`src/rtl/pattern_feeder.sv`:
```
// Purpose : programmable-rate pattern source writing DATA_BYTES-wide words into a circular TX buffer.
// Latency : a divider tick raises pending; the word is written on the next edge when the buffer has room.
// Backpress: buffer full holds the pending word and the generator (no loss), raises stalled and counts stall cycles.
//
// Ports:
//   clk, rst_n             clock, asynchronous active-low reset
//   enable                 run request (IDLE->RUN, RUN/DONE->IDLE when dropped)
//   mode, burst_len        pattern select and words per burst (0 = continuous), sampled on IDLE->RUN
//   const_word             word for constant mode, read live
//   tx_buf, tx_buf_send    flat buffer image and producer pointer
//   tx_buf_sent            consumer pointer from the bridge
//   stalled, stall_count   pending word blocked by a full buffer; saturating stall-cycle count
//   words_sent, burst_done words written since start; one-cycle pulse on finite-burst completion
//   busy                   high in RUN
module pattern_feeder #(
    parameter int TX_BUFFER       = 16,
    parameter int TX_BUFFER_WIDTH = $clog2(TX_BUFFER),
    parameter int DATA_BYTES      = 1,
    parameter int CLOCK_RATE      = 100000000,
    parameter int FREQ            = 1000000,
    parameter int BURST_WIDTH     = 16
) (
    input  logic                            clk,
    input  logic                            rst_n,
    input  logic                            enable,
    input  logic [1:0]                      mode,
    input  logic [8*DATA_BYTES-1:0]         const_word,
    input  logic [BURST_WIDTH-1:0]          burst_len,
    output logic [TX_BUFFER*8*DATA_BYTES-1:0] tx_buf,
    output logic [TX_BUFFER_WIDTH-1:0]      tx_buf_send,
    input  logic [TX_BUFFER_WIDTH-1:0]      tx_buf_sent,
    output logic                            stalled,
    output logic [15:0]                     stall_count,
    output logic [BURST_WIDTH-1:0]          words_sent,
    output logic                            burst_done,
    output logic                            busy
);

    localparam int W     = 8 * DATA_BYTES;
    localparam int RATE  = CLOCK_RATE / FREQ;
    localparam int DIV_W = (RATE > 1) ? $clog2(RATE) : 1;

    typedef enum logic [1:0] {IDLE, RUN, DONE} state_t;

    state_t                     state, state_nxt;
    logic [DIV_W-1:0]           div;
    logic                       pending;
    logic [1:0]                 mode_q;
    logic [BURST_WIDTH-1:0]     burst_len_q;
    logic [W-1:0]               cnt;
    logic [30:0]                lfsr;
    logic [W-1:0]               walk;
    logic [W-1:0]               cur_word;
    logic [W-1:0]               mem [TX_BUFFER];

    logic                       start;
    logic                       active;
    logic                       full;
    logic                       tick;
    logic                       write;
    logic                       last_word;
    logic [TX_BUFFER_WIDTH-1:0] send_inc;
    logic [BURST_WIDTH-1:0]     words_inc;

    assign send_inc  = tx_buf_send + 1'b1;
    assign words_inc = words_sent + 1'b1;
    assign start     = (state == IDLE) && enable;
    assign active    = (state == RUN) && enable;
    // One slot is always left empty so send == sent unambiguously means empty.
    assign full      = (send_inc == tx_buf_sent);
    assign tick      = active && (div == DIV_W'(RATE - 1));
    assign write     = active && pending && !full;
    assign last_word = (burst_len_q != '0) && (words_inc == burst_len_q);

    // State register
    always_ff @(posedge clk or negedge rst_n) begin
        if (!rst_n) state <= IDLE;
        else        state <= state_nxt;
    end

    // Next-state logic
    always_comb begin
        state_nxt = state;
        case (state)
            IDLE:    if (enable) state_nxt = RUN;
            RUN:     if (!enable)                state_nxt = IDLE;
                     else if (write && last_word) state_nxt = DONE;
            DONE:    if (!enable) state_nxt = IDLE;
            default: state_nxt = IDLE;
        endcase
    end

    // State-decoded outputs
    always_comb begin
        busy    = (state == RUN);
        stalled = active && pending && full;
    end

    always_comb begin
        cur_word = cnt;
        case (mode_q)
            2'd0:    cur_word = cnt;
            2'd1:    cur_word = lfsr[W-1:0];
            2'd2:    cur_word = const_word;
            default: cur_word = walk;
        endcase
    end

    always_ff @(posedge clk or negedge rst_n) begin
        if (!rst_n) begin
            div         <= '0;
            pending     <= 1'b0;
            mode_q      <= 2'd0;
            burst_len_q <= '0;
            cnt         <= '0;
            lfsr        <= 31'h1;
            walk        <= W'(1);
            tx_buf_send <= '0;
            words_sent  <= '0;
            stall_count <= '0;
            burst_done  <= 1'b0;
        end else begin
            burst_done <= write && last_word;
            if (stalled && (stall_count != 16'hFFFF))
                stall_count <= stall_count + 1'b1;

            if (start) begin
                mode_q      <= mode;
                burst_len_q <= burst_len;
                cnt         <= '0;
                lfsr        <= 31'h1;
                walk        <= W'(1);
                words_sent  <= '0;
                div         <= '0;
                pending     <= 1'b0;
            end else if (active) begin
                div <= tick ? '0 : div + 1'b1;
                // A tick may re-arm pending in the cycle its predecessor is written
                // (one word per cycle at RATE=1); otherwise a tick on a held word is lost.
                pending <= write ? tick : (pending | tick);
                if (write) begin
                    tx_buf_send <= send_inc;
                    words_sent  <= words_inc;
                    // All generators step together; only the latched mode is observed.
                    cnt  <= cnt + 1'b1;
                    lfsr <= {lfsr[29:0], lfsr[30] ^ lfsr[27]};
                    walk <= {walk[W-2:0], walk[W-1]};
                end
            end else begin
                pending <= 1'b0;
            end
        end
    end

    // Buffer contents are intentionally not reset.
    always_ff @(posedge clk) begin
        if (write) mem[tx_buf_send] <= cur_word;
    end

    for (genvar i = 0; i < TX_BUFFER; i++) begin : g_flat
        assign tx_buf[i*W +: W] = mem[i];
    end

endmodule

```
`config.mk`:
```
export PLATFORM = sky130hd
export DESIGN_NAME = pattern_feeder
export DESIGN_NICKNAME = d
export VERILOG_FILES = /design/src/rtl/pattern_feeder.sv
export SDC_FILE = /design/constraint.sdc
export NUM_CORES = 1
export LEC_CHECK = 0
export CAP_MARGIN = 20
export CELL_PAD_IN_SITES_DETAIL_PLACEMENT = 0
export CELL_PAD_IN_SITES_GLOBAL_PLACEMENT = 1
export CORE_MARGIN = 2
export CORE_UTILIZATION = 44
export CTS_CLUSTER_DIAMETER = 100
export DETAILED_ROUTE_END_ITERATION = 8
export PLACE_DENSITY = 0.82
export SKIP_CTS_REPAIR_TIMING = 1
export SYNTH_ARGS = -nofsm -noshare
export SYNTH_HDL_FRONTEND = slang
export SYNTH_SLANG_ARGS = --single-unit
```
`constraint.sdc`:
```
create_clock -name clk -period 8.7 [get_ports clk]
set_input_delay 1.74 -clock clk [delete_from_list [all_inputs] [get_ports clk]]
set_output_delay 1.74 -clock clk [all_outputs]
set_load 0.01 [all_outputs]
```
==> results of run 1 <==
worst min-delay path by stage:
| stage | endpoint | cells after the start | start | slack, ns |
|---|---|---|---|---|
| global placement | lfsr[13] | 2 | lfsr[12] | 0.45 |
| CTS | lfsr[24] | 2 | lfsr[23] | 0.45 |
| finish | lfsr[24] | 2 | lfsr[23] | 0.45 |
| global route | lfsr[24] | 2 | lfsr[23] | 0.50 |
| detailed placement | lfsr[15] | 2 | lfsr[14] | 0.45 |
| floorplan | lfsr[10] | 2 | lfsr[9] | 0.44 |
power by group through the flow:
stage	Clock, mW	Combinational (mW)	Sequential, mW
floorplan	0	0.0690	1.25
global placement	0	0.117	1.26
detailed placement	0	0.117	1.26
CTS	1.06	0.117	1.24
global route	1.11	0.131	1.24
finish	1.04	0.117	1.24
worst max-delay path: cells and delay by family:
kind / cells / cell delay, ns
buffers and inverters: 3 / 1.16
and+or+nand+nor: 3 / 0.87
metrics by stage:
step                std cells  power, mW  util (%)  setup slack [ns]  area, um2
global placement         1232      1.381     54.91             3.214      11950
detailed placement       1232      1.381     54.91             3.178      11950
global route             1283      2.486     58.80             3.053      12790
floorplan                 788      1.322         -             4.489       9743
CTS                      1280      2.421     58.64             3.173      12760
finish                   1283      2.400     58.80             3.191      12790
layout make-up:
cell class / instances / area, um2
clock buffer: 33 / 676.9
inverter: 5 / 18.77
clock inverter: 15 / 133.9
fill: 1766 / 8964
tap: 280 / 350.3
multi-input combinational: 504 / 2909
sequential: 240 / 6649
timing repair buffer: 206 / 2054
kinds of logic after synthesis:
kind of cell / Yosys count
buffers and inverters: 44
multiplexers: 10
XOR/XNOR: 47
adder cells (fa/ha/maj): 8
AND/OR/NAND/NOR: 355
AO/OA/AOI/OAI: 84
flip-flops: 240
cell usage in the layout (no fill, tap or decap), drive strengths merged, types with 7 or more instances in the layout:
master	count
o31ai	9
clkbuf	34
a21oi	11
nand3	60
xor2	17
ha	8
nor4	11
and3	11
buf	7
o21ai	37
nor3	12
nand2	173
edfxtp	128
mux4	8
clkinv	11
xnor2	29
nand4	13
clkdlybuf4s50	198
dfrtp	110
nor2	43
synthesized netlist by cell type (all sizes together), types with 2 or more instances:
cell type,count
nand2,173
edfxtp,128
dfrtp,110
nand3,60
nor2,43
o21ai,37
xnor2,29
clkbuf,22
buf,17
xor2,17
nand4,13
nor3,12
a21oi,11
and3,11
nor4,11
o31ai,9
ha,8
mux4,8
and2,6
nor2b,6
inv,5
nand2b,5
or4,5
a31oi,4
and4,4
or3,4
o22ai,3
a2111o,2
a211oi,2
a21boi,2
a41oi,2
and3b,2
dfstp,2
o211ai,2
o32ai,2
o41ai,2
flip-flops by register name, summed over array words and instances, names as in the netlist:
| signal | cells |
|---|---|
| burst_done | 1 |
| burst_len_q | 16 |
| cnt | 8 |
| div | 7 |
| lfsr | 31 |
| mem | 128 |
| mode_q | 2 |
| pending | 1 |
| stall_count | 16 |
| state | 2 |
| tx_buf_send | 4 |
| walk | 8 |
| words_sent | 16 |
per-layer routing:
layer / vias to the layer above / global-route usage (%) / part of all wire (%)
met5: - / 0 / 0
met4: 0 / 5.908 / 2.6
met3: 41 / 3.555 / 5.4
met2: 210 / 32.20 / 47
met1: 3373 / 29.58 / 45
li1: 3205 / - / -
==> results.json, run 1 <==
{
  "rows": 54,
  "antenna_found_initial": 0,
  "io_buffers": 199,
  "syn_avg_cell_area_um2": 12.36,
  "timing.fmax_ghz": 0.1815,
  "synthMuxAreaShare_pct": 2.068,
  "cap_violations": 0,
  "regToRegStartpoint": "tx_buf_send[0]",
  "finalCriticalPeriod_ns": 5.509,
  "vias": 6829,
  "grtUsageTotal_pct": 20.48,
  "drive_gt1_share_pct": 6.281,
  "status": "completed",
  "first_pass_iters": 4,
  "dieArea_um2": 23350,
  "slowest_stage": "clkdlybuf4s50_1",
  "power_frac_comb_pct": 4.9,
  "dp_hpwl_mm": 15.85,
  "finalCritPeriodShare_pct": 63.32,
  "rsz0062_at_grt": "no",
  "crit_chain": "clkdlybuf4s50_1, nor2b_1, and3_1, nand3_1, inv_1, clkdlybuf4s50_1",
  "final_antenna_net_count": 0,
  "clkSlewWorstSetupHoldPaths_ns": 0.06,
  "die_h_um": 152.8,
  "start_util_pct": 44.78,
  "numCtsBuffers": 26,
  "core_um2": 21760,
  "ff2ff_setup_slack_ns": 5.15,
  "crit_required_ns": 6.96,
  "clock-root-buffer": "clkbuf_16",
  "fin_skew_ns": 0.01665,
  "synth_simple_gate_area_share_pct": 16.77,
  "p_per_area_nw_per_um2": 187.6,
  "sw_frac_of_total_pct": 21.78,
  "cts.path.max_buffers": 3,
  "cpMostUsedCell": "clkdlybuf4s50_1",
  "ys_ff_latch": 240,
  "critPathMaxStageDelay_ns": 0.54,
  "p_clk_share_pct": 43.4,
  "avgRoutedWirePerCell_um": 18.59,
  "synth_area_um2": 9743,
  "internal_power_mw": 1.877,
  "viasPerCell": 5.323,
  "setup_violations": 0,
  "cts_tree": "yes",
  "endpoint": "stalled",
  "grt_pass1_wl_mm": 38.18,
  "crit_type": "input port to primary output",
  "yosysSeqAreaShare_pct": 68.24,
  "irDropWorstVdd_uv": 189.9,
  "rr_worst_depth": 8,
  "yosysTopAreaCell": "edfxtp_1",
  "yosysWarnings": 0,
  "p_switching_mw": 0.5228,
  "crit_fanout": 6,
  "cts-htree-levels": 1,
  "synthFlopType": "edfxtp_1",
  "hold_viol_final": 0,
  "drc": 0,
  "grt_max_degree": 70,
  "timing.rr.end": "mem[3][2]",
  "synth_top_area_share_pct": 39.45,
  "gr-total-overflow": 0,
  "power_frac_seq_pct": 51.8,
  "synth.distinct_cells": 54,
  "slew_viol_final": 0,
  "slew-limit-headroom_pct": 33.26,
  "grt_pass1_vias": 6611,
  "clock_latency_ns": 0.54,
  "synthXorXnorAreaFrac_pct": 4.379,
  "timing.hold.ws_ns": 0.4466,
  "synth.area.top_cells": "edfxtp_1 (39%), dfrtp_1 (28%), nand2_1 (6.7%)",
  "syn2layout_area_growth_pct": 31.30,
  "crit_arrival_ns": 3.77,
  "crit_path_start": "enable",
  "tightest_slew_ns": 0.9935,
  "diodes": 0,
  "synthAdderAreaFrac_pct": 1.027,
  "hp-class": "flip-flop to flip-flop",
  "fin_nets": 1024,
  "syn_nets": 829,
  "globalplace.congestion": 0.8546,
  "synth-edff-count": 128,
  "synth_compound_area_share_pct": 5.483,
  "wl_mm": 23.85,
  "cp-start-kind": "input port",
  "synth_cells": 788,
  "die_x_um": 152.8,
  "synth_top_family_by_area": "simple AND/OR/NAND/NOR gates",
  "endpoint_kind": "primary output",
  "async_flop_share_pct": 46.67,
  "tns_ns": 0,
  "top_level_ports": 200,
  "clock-sinks": 240,
  "drtIter0Drc": 599,
  "leakagePower_nw": 5.115
}
No activity file was read; power rests on OpenSTA's default activity.
==> inputs of run 2 (changes only) <==
--- a/config.mk
+++ b/config.mk
@@ -9,10 +9,10 @@
 export CELL_PAD_IN_SITES_DETAIL_PLACEMENT = 0
 export CELL_PAD_IN_SITES_GLOBAL_PLACEMENT = 1
 export CORE_MARGIN = 2
-export CORE_UTILIZATION = 44
+export CORE_UTILIZATION = 37
 export CTS_CLUSTER_DIAMETER = 100
 export DETAILED_ROUTE_END_ITERATION = 8
-export PLACE_DENSITY = 0.82
+export PLACE_DENSITY = 0.73
 export SKIP_CTS_REPAIR_TIMING = 1
 export SYNTH_ARGS = -nofsm -noshare
 export SYNTH_HDL_FRONTEND = slang
==> constraint.sdc (replaced) <==
create_clock -name clk -period 4.7 [get_ports clk]
set_input_delay 0.94 -clock clk [delete_from_list [all_inputs] [get_ports clk]]
set_output_delay 0.94 -clock clk [all_outputs]
set_load 0.01 [all_outputs]
==> results.json, run 2 (same netlist as run 1, synthesis figures left out) <==
{
  "crit_fanout": 6,
  "rows": 59,
  "crit_type": "flip-flop to primary output",
  "start_util_pct": 37.50,
  "p_clk_share_pct": 44.8,
  "power_frac_seq_pct": 50.4,
  "viasPerCell": 5.041,
  "diodes": 0,
  "grt_pass1_vias": 6532,
  "slew-limit-headroom_pct": 46.46,
  "internal_power_mw": 3.584,
  "place_area_um2": 12090,
  "final_common_cell": "clkdlybuf4s50_1",
  "cts-htree-levels": 1,
  "multi_input_area_um2": 2909,
  "die_x_um": 166.3,
  "dp_cells": 1295,
  "leakagePower_nw": 5.184,
  "finalCritPeriodShare_pct": 84.13,
  "core_um2": 25980,
  "antenna_found_initial": 0,
  "die_h_um": 166.3,
  "setup_violations": 0,
  "fin_nets": 1030,
  "finalCriticalPeriod_ns": 3.954,
  "clock-root-buffer": "clkbuf_16",
  "status": "completed",
  "grtUsageTotal_pct": 17.46,
  "drtIter0Drc": 534,
  "grt_pass1_wl_mm": 38.72,
  "p_switching_mw": 0.9840,
  "top_register": "mem",
  "hp-class": "input port to async pin",
  "vias": 6755,
  "timing.fmax_ghz": 0.2529,
  "n_fill_cell": 2309,
  "wl_mm": 24.35,
  "reg.largest.list": "mem: 128 flops, lfsr: 31 flops",
  "fin_skew_ns": 0.01119,
  "cts_tree": "yes",
  "top_level_ports": 200,
  "io_buffers": 199,
  "p_per_area_nw_per_um2": 352.5,
  "largest_reg_flops": 128,
  "globalplace.congestion": 0.8198,
  "numCtsBuffers": 27,
  "slew_viol_final": 0,
  "grt_max_degree": 69,
  "power_frac_comb_pct": 4.8,
  "drive_gt1_share_pct": 7.164,
  "ff2ff_setup_slack_ns": 1.70,
  "final_antenna_net_count": 0,
  "endpoint_kind": "primary output",
  "rsz0062_at_grt": "no",
  "clock_latency_ns": 0.54,
  "finalNonFillerCells": 1340,
  "drc": 0,
  "cts.path.max_buffers": 3,
  "syn2layout_area_growth_pct": 32.99,
  "dieArea_um2": 27650,
  "hold_viol_final": 0,
  "fin_util_pct": 49.87,
  "cp-start-kind": "flip-flop",
  "clkSlewWorstSetupHoldPaths_ns": 0.06,
  "first_pass_iters": 7,
  "tns_ns": 0,
  "crit_required_ns": 3.76,
  "tightest_slew_ns": 0.8002,
  "irDropWorstVdd_uv": 248.5,
  "seqCellArea_um2": 6649,
  "clock-sinks": 240,
  "gr-total-overflow": 0,
  "sw_frac_of_total_pct": 21.54,
  "dp_hpwl_mm": 16.31,
  "final_cell_area_um2": 12960,
  "cap_violations": 0,
  "final_cell_mix": "clkdlybuf4s50_1 (198), nand2_1 (172), edfxtp_1 (128), dfrtp_1 (110), nand3_1 (60)",
  "avgRoutedWirePerCell_um": 18.17,
  "crit_arrival_ns": 3.01
}
[run 2: cell types whose count changed in the layout (fill, tap and decap cells not counted), sizes merged]
cell,before,now
clkbuf,34,36
clkinv,11,5
inv,5,6
buf,7,13
clkinvlp,2,1
[run 2: final timing paths]
path | from | endpoint | cells after the start
min in group clk | lfsr[14] | lfsr[15] | 2
max in group asynchronous | rst_n | stall_count[4] | 2
worst max-delay path | tx_buf_send[0] | stalled | 7
worst min register to register | lfsr[14] | lfsr[15] | 2
worst min-delay path | rst_n | burst_len_q[5] | 1
worst max register to register | words_sent[0] | state[1] | 7
[run 2: through the flow]
step	worst slack [ns]	power (mW)	hold slack, ns
after global routing	0.5801	4.724	0.5040
after CTS	0.7018	4.615	0.4700
after global placement	0.8757	2.559	0.4462
final	0.7457	4.568	0.4627
after floorplan	1.590	2.448	0.4384
after detailed placement	0.8432	2.564	0.4550
[run 2: power groups by stage]
stage	Clock, mW	Sequential, mW	Combinational (mW)
floorplan	0	2.32	0.128
global placement	0	2.34	0.217
detailed placement	0	2.34	0.222
CTS	2.09	2.30	0.223
global route	2.17	2.31	0.244
finish	2.05	2.30	0.219
[run 2: area by class of cell]
| type | count | share of cell area (%) |
|---|---|---|
| timing repair buffer | 211 | 16.15 |
| multi-input combinational | 504 | 22.45 |
| clock buffer | 36 | 5.861 |
| clock inverter | 9 | 0.8498 |
| inverter | 5 | 0.1448 |
| tap | 335 | 3.235 |
| sequential | 240 | 51.31 |
[run 2: metal layers]
layer	share of wire, %	routed length, um	GRT usage [%]	vias to the layer above
met5	0	0	0	-
li1	-	-	-	3205
met2	46	11310	27.48	203
met4	2.2	530	4.573	0
met1	46	11310	25.41	3306
met3	4.9	1201	2.788	41
[run 2: critical path, cell delays in order (launching register included)]
cell and delay, ns:
dfrtp_1 0.48, inv_1 0.13, ha_1 0.38, xor2_1 0.17, nor3_2 0.38, nand3_1 0.28, inv_1 0.12, clkdlybuf4s50_1 0.54
